## config.mk

```make
export PLATFORM = sky130hd
export DESIGN_NAME = button_event_gen_flat
export DESIGN_NICKNAME = d
export VERILOG_FILES = /design/src/rtl/button_event_gen_if.sv /design/src/rtl/button_event_gen.sv /design/src/flat_wrapper.sv
export SDC_FILE = /design/constraint.sdc
export NUM_CORES = 1
export LEC_CHECK = 0
export CAP_MARGIN = 5
export CORE_MARGIN = 4
export CORE_UTILIZATION = 50
export CTS_CLUSTER_SIZE = 20
export DETAILED_ROUTE_END_ITERATION = 6
export GPL_ROUTABILITY_DRIVEN = 0
export PLACE_DENSITY_LB_ADDON = 0.3
export SETUP_SLACK_MARGIN = 0.15
export SLEW_MARGIN = 10
export SYNTH_ARGS = -nofsm -noshare
export SYNTH_HDL_FRONTEND = slang
export SYNTH_SLANG_ARGS = --single-unit
```

## constraint.sdc

```tcl
create_clock -name clk -period 1.9 [get_ports clk]
set_input_delay 0.19 -clock clk [delete_from_list [all_inputs] [get_ports clk]]
set_output_delay 0.19 -clock clk [all_outputs]
set_load 0.02 [all_outputs]
```

## src/rtl/button_event_gen_if.sv

```systemverilog
`default_nettype none
// ---------------------------------------------------------------------------
// button_event_gen_if : button level in, event pulses/count out.  Rev 1.0
// ---------------------------------------------------------------------------
interface button_event_gen_if;
  logic       button_state;
  logic       press_pulse;
  logic       long_pulse;
  logic       repeat_pulse;
  logic       release_pulse;
  logic       held;
  logic [7:0] event_count;

  modport master (
    output button_state,
    input  press_pulse, long_pulse, repeat_pulse, release_pulse, held, event_count
  );

  modport slave (
    input  button_state,
    output press_pulse, long_pulse, repeat_pulse, release_pulse, held, event_count
  );
endinterface
`default_nettype wire

```

## src/rtl/button_event_gen.sv

```systemverilog
`default_nettype none
// ---------------------------------------------------------------------------
// button_event_gen : debounced level -> press/long/repeat/release pulses.
// Auto-repeat enabled by macro BUTTON_AUTO_REPEAT_EN.           Rev 1.0
// ---------------------------------------------------------------------------
module button_event_gen #(
  parameter int HOLD_CYCLES   = 50000000,
  parameter int REPEAT_CYCLES = 10000000,
  parameter int CNT_W         = 26
) (
  input  logic               clk,
  input  logic               reset_n,
  button_event_gen_if.slave  bus
);

  localparam logic [1:0] IDLE  = 2'd0;
  localparam logic [1:0] PRESS = 2'd1;
  localparam logic [1:0] LONG  = 2'd2;

  localparam longint    CNT_RANGE = longint'(1) << CNT_W;
  localparam logic [CNT_W-1:0] HOLD_LAST = CNT_W'(HOLD_CYCLES - 1);

  // Elaboration-time guard: thresholds must be >= 2 and fit in the counter.
  if ((HOLD_CYCLES < 2) || (REPEAT_CYCLES < 2) ||
      (CNT_RANGE <= longint'(HOLD_CYCLES)) ||
      (CNT_RANGE <= longint'(REPEAT_CYCLES))) begin : g_bad_params
    $error("button_event_gen: illegal HOLD_CYCLES/REPEAT_CYCLES/CNT_W");
  end

`ifdef BUTTON_AUTO_REPEAT_EN
  localparam logic [CNT_W-1:0] REPEAT_LAST = CNT_W'(REPEAT_CYCLES - 1);
`endif

  logic [1:0]       state;
  logic [CNT_W-1:0] cnt;

  always_ff @(posedge clk or negedge reset_n) begin
    if (!reset_n) begin
      state             <= IDLE;
      cnt               <= '0;
      bus.press_pulse   <= 1'b0;
      bus.long_pulse    <= 1'b0;
      bus.repeat_pulse  <= 1'b0;
      bus.release_pulse <= 1'b0;
      bus.held          <= 1'b0;
      bus.event_count   <= 8'd0;
    end else begin
      bus.press_pulse   <= 1'b0;
      bus.long_pulse    <= 1'b0;
      bus.repeat_pulse  <= 1'b0;
      bus.release_pulse <= 1'b0;
      case (state)
        IDLE: begin
          if (bus.button_state) begin
            state           <= PRESS;
            cnt             <= '0;
            bus.press_pulse <= 1'b1;
            bus.event_count <= bus.event_count + 8'd1;
          end
        end
        PRESS: begin
          // Release wins over the hold threshold on the same edge.
          if (!bus.button_state) begin
            state             <= IDLE;
            cnt               <= '0;
            bus.release_pulse <= 1'b1;
          end else if (cnt == HOLD_LAST) begin
            state          <= LONG;
            cnt            <= '0;
            bus.long_pulse <= 1'b1;
            bus.held       <= 1'b1;
          end else begin
            cnt <= cnt + 1'b1;
          end
        end
        LONG: begin
          if (!bus.button_state) begin
            state             <= IDLE;
            cnt               <= '0;
            bus.release_pulse <= 1'b1;
            bus.held          <= 1'b0;
`ifdef BUTTON_AUTO_REPEAT_EN
          end else if (cnt == REPEAT_LAST) begin
            cnt              <= '0;
            bus.repeat_pulse <= 1'b1;
            bus.event_count  <= bus.event_count + 8'd1;
          end else begin
            cnt <= cnt + 1'b1;
          end
`else
          end else begin
            cnt <= '0;
          end
`endif
        end
        default: begin
          state    <= IDLE;
          cnt      <= '0;
          bus.held <= 1'b0;
        end
      endcase
    end
  end

endmodule
`default_nettype wire
```

## src/flat_wrapper.sv

```systemverilog
// flat-port wrapper written by rule: the top's interface ports become plain ports
module button_event_gen_flat 
#(
  parameter int HOLD_CYCLES   = 50000000,
  parameter int REPEAT_CYCLES = 10000000,
  parameter int CNT_W         = 26
)
  (clk, reset_n, bus_button_state, bus_press_pulse, bus_long_pulse, bus_repeat_pulse, bus_release_pulse, bus_held, bus_event_count);
  button_event_gen_if bus_i ();
  input  logic clk;
  input  logic reset_n;
  input wire logic [$bits(bus_i.button_state)-1:0] bus_button_state;
  output wire logic [$bits(bus_i.press_pulse)-1:0] bus_press_pulse;
  output wire logic [$bits(bus_i.long_pulse)-1:0] bus_long_pulse;
  output wire logic [$bits(bus_i.repeat_pulse)-1:0] bus_repeat_pulse;
  output wire logic [$bits(bus_i.release_pulse)-1:0] bus_release_pulse;
  output wire logic [$bits(bus_i.held)-1:0] bus_held;
  output wire logic [$bits(bus_i.event_count)-1:0] bus_event_count;
  assign bus_i.button_state = bus_button_state;
  assign bus_press_pulse = bus_i.press_pulse;
  assign bus_long_pulse = bus_i.long_pulse;
  assign bus_repeat_pulse = bus_i.repeat_pulse;
  assign bus_release_pulse = bus_i.release_pulse;
  assign bus_held = bus_i.held;
  assign bus_event_count = bus_i.event_count;
  button_event_gen #(.HOLD_CYCLES(HOLD_CYCLES), .REPEAT_CYCLES(REPEAT_CYCLES), .CNT_W(CNT_W)) u_core (.clk(clk), .reset_n(reset_n), .bus(bus_i));
endmodule
```

Yosys cells after proc, flatten, opt, wreduce, memory -nomap -nowiden
Cells that the tools add are included.
{ "op_classes": {"n_addsub": 2, "n_eq_ne": 8, "mux": 20, "bitwise": 1, "reduce_logical": 5} }
{ "op_table": {"columns": ["operator", "count"], "rows": [
  ["26-bit 2-to-1 mux", 3],
  ["26-bit one-hot mux with 2 select lines", 1],
  ["26-bit by 1-bit adder with 26-bit output, second input constant", 1],
  ["26-bit equality test, second input constant", 1],
  ["1-bit 2-to-1 mux", 10],
  ["8-bit by 1-bit adder with 8-bit output, second input constant", 1],
  ["2-bit 2-to-1 mux", 4],
  ["2-bit inequality test, second input constant", 3],
  ["2-bit one-hot mux with 3 select lines", 1],
  ["4-bit AND reduction", 1],
  ["3-bit by 2-bit inequality test with 1-bit output, second input constant", 1],
  ["1-bit one-hot mux with 3 select lines", 1],
  ["3-bit AND reduction", 1],
  ["2-bit by 1-bit equality test with 1-bit output, second input constant", 1],
  ["2-bit equality test, second input constant", 1],
  ["2-bit zero test", 1],
  ["2-bit by 1-bit inequality test with 1-bit output, second input constant", 1],
  ["2-bit AND reduction", 1],
  ["2-bit OR reduction", 1],
  ["1-bit NOT", 1]
]} }
{ "word_totals": {"ff_bits": 40, "input_bits": 3, "output_inout_bits": 13, "word_cells": 43} }

Depth between registers and ports, before layout
{ "depth": {"ltp_word": 4, "ltp_mapped": 8, "mapped_depth_nobuf": 8} }

Least setup slack after synthesis
Ideal clock, no wire load.
{ "synth_timing": {"path_type": "reg-to-reg", "startpoint": "register u_core.cnt[16]", "endpoint": "register u_core.cnt[15]", "arrival_ps": 1938, "t_required_ps": 1779, "setup_slack_ps": -159, "stages_incl_launch_ff": 8, "synth_period_minus_slack_ps": 2059, "cell_sequence": "dfrtp_1 -> buf_2 -> or4_4 -> nor4_4 -> a21oi_2 -> buf_6 -> a21o_1 -> a22o_1"} }
{ "synth_via": {"elab_chain_len": 4} }
{ "synth_lines": {"columns": ["item", "line_no", "source"], "rows": [
  ["start: declaration", "button_event_gen.sv:35", "logic [CNT_W-1:0] cnt;"],
  ["start signal: assignment", "button_event_gen.sv:73", "cnt <= cnt + 1'b1;"],
  ["26-bit equality test", "button_event_gen.sv:67", "end else if (cnt == HOLD_LAST) begin"],
  ["26-bit 2-to-1 mux", "button_event_gen.sv:67", null],
  ["26-bit 2-to-1 mux", "button_event_gen.sv:63", "if (!bus.button_state) begin"],
  ["26-bit one-hot mux with 2 select lines", "button_event_gen.sv:52", "case (state)"]
]} }
Every way passes these cells.
A chain may end at the register's enable or synchronous reset.

Worst setup path in the final report
{ "layout_timing": {"startpoint": "register u_core.cnt[8]", "endpoint": "register u_core.cnt[15]"} }
{ "layout_via": {"elab_chain_len": 4, "elab_cells_between_ends": 5} }
{ "layout_lines": {"columns": ["item", "line_no"], "rows": [
  ["26-bit by 1-bit adder with 26-bit output or 26-bit equality test (tied branches)", "button_event_gen.sv:73, button_event_gen.sv:67"],
  ["26-bit 2-to-1 mux (*)", "button_event_gen.sv:67"],
  ["26-bit 2-to-1 mux (*)", "button_event_gen.sv:63"],
  ["26-bit one-hot mux with 2 select lines (*)", "button_event_gen.sv:52"]
]} }
Mark *: on every way between the ends. The rest lies on a longest branch, timed or not.

==> results.ini <==
[grt]
grt_max_degree=41
gr-total-overflow=0
grt_pass1_wl_um=8530
grt_pass1_vias=1805
antenna_found_initial=0
grt_use_total=0.204

[routing]
vias_per_cell=5.84
wl_um=4980
route.vias.total=1922
route.detailed.drc=0
dr.pass1.iters=4
wl_per_cell_um=15.1
final_antenna_net_count=0
drtIter0Drc=104

[finish]
fillers=343
antenna_cells=0
syn2layout_area_growth_pct=27.7
layout.area.seq_mm2=0.00100
multi_input_area_mm2=0.00110
layout-drive-gt1-share=0.226
final_nets=286
layout.cells.non_filler=329

[clock_network]
root_buffer=clkbuf_8
cts.sinks=40
ctsLongestPathBuffers=2
clk_pin_slew_ns=0.09
clock_latency_ns=0.30
cts_max_level=2
cts_tree=yes
cts_buffers=5

[timing]
max_freq_mhz=489
skew_ns=0.00934
maxSlewHeadroom=0.649
tightest_slew_ns=0.527
slew_viol_final=0
fin_ws_ns=-0.146
post-route-period-util=1.08
period_minus_slack_ns=2.05
hold_violations=0
rsz0062_at_grt=yes
setup_violations=24

[critical_path]
cp_max_fo=25
cp-end-kind=flip-flop
required_ns=2.09
arrival_ns=2.23
worstSetupPathType=flip-flop to flip-flop
cp-start-kind=flip-flop

[floorplan]
num_rows=23
die_x_um=73.7
core_mm2=0.00409
die_area_mm2=0.00543
start_util=0.528
die_h_um=73.7
ioPinCount=16

[synthesis]
ys_types=45
post-synth-top-area-fraction=0.464
syn_nets=239
yosys.area_share.simple=0.240
synth_xor_area_frac=0.0284
ys_seq_area_frac=0.464
synth_edf_count=0
synthAdderAreaFrac=0.0290
synth_area_leaders=dfrtp_1 46%, nand2_1 5.0%, nand3_1 4.9%
muxShareOfSynthArea=0.0238
synth_cells=231
synth_top_family_by_area=simple AND/OR/NAND/NOR gates
synth_top_area_cell=dfrtp_1
synth_compound_area_frac=0.168
syn_area_mm2=0.00216
ys_async_sr_fraction=1.00
avgSynthCellArea_um2=9.34
synth_ff_type=dfrtp_1
yosys_warnings=0
ys_ff_latch=40

[place]
dp.cells=318
port_buffers=14
dp_hpwl_um=3430
dp_slack_ns=-0.134

[run]
cap_violations=0

[worst_hold_path]
hold_class=flip-flop to flip-flop

[run_status]
status=finished with violations
failed_checks=setup timing

[pwr]
swShare=0.347
clockPowerShare=0.266
irDropWorstVdd_v=0.000569
p_sw_uw=947
p_per_area_mw_per_mm2=989
power_frac_seq=0.388
intPower_uw=1780
p_leak_uw=0.00117
comb_power_share=0.346

cell usage after synthesis (3+ instances only):
cell	instances
dfrtp_1	40
nand2_1	29
a31oi_1	15
nor3_1	3
a41oi_1	4
buf_2	3
ha_1	5
and4_1	5
nand3_1	21
and3_1	4
clkbuf_1	7
a21oi_1	15
mux2i_1	4
nand4_1	7
nor2_1	6
o21ai_0	12
inv_1	10
o211ai_1	3
xnor2_1	6
worst paths after layout:
path	from	end	slack [ns]	cells past startpoint
max in group asynchronous	reset_n	u_core.cnt[22]	1.06	3
min in group asynchronous	reset_n	u_core.cnt[7]	0.48	3
worst max register to register	u_core.cnt[8]	u_core.cnt[15]	-0.15	6
worst max-delay path	u_core.cnt[8]	u_core.cnt[15]	-0.15	6
worst min-delay path	u_core.bus.event_count[7]	u_core.bus.event_count[7]	0.47	1
worst min register to register	u_core.bus.event_count[7]	u_core.bus.event_count[7]	0.47	1
flip-flops by register name, indices dropped and copies added, names as in the netlist:
name,count
u_core.bus.event_count,8
u_core.bus.held,1
u_core.bus.long_pulse,1
u_core.bus.release_pulse,1
u_core.bus.press_pulse,1
u_core.cnt,26
u_core.state,2
kinds of logic (layout without fill, tap and decap cells):
| kind of cell | Yosys count | count (layout) |
|---|---|---|
| buf+inv | 22 | 70 |
| other cells | 1 | 1 |
| xor+xnor | 7 | 7 |
| fa+ha+maj | 5 | 5 |
| mux | 5 | 5 |
| simple gates | 93 | 93 |
| flops | 40 | 40 |
| compound gates | 58 | 58 |
power by group through the flow:
stage               combinational, µW  clock (µW)  sequential, µW
detailed placement                923           0            1070
global placement                  889           0            1060
finish                            944         725            1060
floorplan                         439           0            1140
CTS                               928         742            1050
global route                     1050         779            1070
what timing repair did:
action | CTS | global route
buffers inserted | 1 | 1
pin swaps | 8 | 2
hold buffers | 1 | 0
hold endpoints to repair | 40 | 0
gates resized for setup | 4 | 8
setup endpoints to repair | 28 | 30
critical path, cell delays in order, from the launching register on:
cell and delay, ns:
dfrtp_1 0.39, or4_4 0.56, nor4_4 0.35, a21oi_2 0.14
buf_12 0.17, a21o_1 0.15, a22o_1 0.17
stage by stage:
step	power, µW	util	TNS [ns]	hold WS [ns]	cell area, µm²
after floorplan	1580	-	-0.162	-0.106	2170
after global placement	1950	0.630	-0.437	0.287	2570
after detailed placement	1990	0.630	-1.11	0.286	2570
after CTS	2720	0.665	-0.832	0.481	2720
after global routing	2900	0.674	-2.94	0.515	2760
final	2720	0.674	-1.19	0.470	2760
placed cells by master, fill, tap and decap left out, types with 2 or more instances in the layout:
| cell type | instances |
|---|---|
| a21oi_1 | 14 |
| a21oi_2 | 2 |
| a22o_1 | 2 |
| a31oi_1 | 15 |
| a41oi_1 | 2 |
| a41oi_2 | 2 |
| and3_1 | 4 |
| and4_1 | 4 |
| buf_4 | 36 |
| clkbuf_8 | 5 |
| clkdlybuf4s50_1 | 13 |
| dfrtp_1 | 40 |
| ha_1 | 3 |
| ha_2 | 2 |
| inv_1 | 10 |
| mux2i_1 | 4 |
| nand2_1 | 28 |
| nand2b_1 | 2 |
| nand3_1 | 20 |
| nand4_1 | 7 |
| nor2_1 | 5 |
| nor2b_1 | 2 |
| nor3_1 | 3 |
| nor3_2 | 2 |
| o211ai_1 | 3 |
| o21ai_0 | 9 |
| o21ai_1 | 3 |
| or3_1 | 2 |
| or4bb_1 | 2 |
| xnor2_1 | 6 |
layout make-up:
cell class	instances	share of cell area
multi-input cells	169	0.401
flip-flops and latches	40	0.363
clock inverters	3	0.0168
clock buffers	5	0.0250
repair buffers	52	0.158
inverters	10	0.0136
well taps	50	0.0227
metal layers:
layer  track usage  up-vias  routed length (µm)
met2         0.309       33                2300
met5             0        -                   0
met4        0.0724        0                  76
met3        0.0410        8                 136
li1              -      939                   -
met1         0.289      942                2460
(Power assumes the default switching activity.)
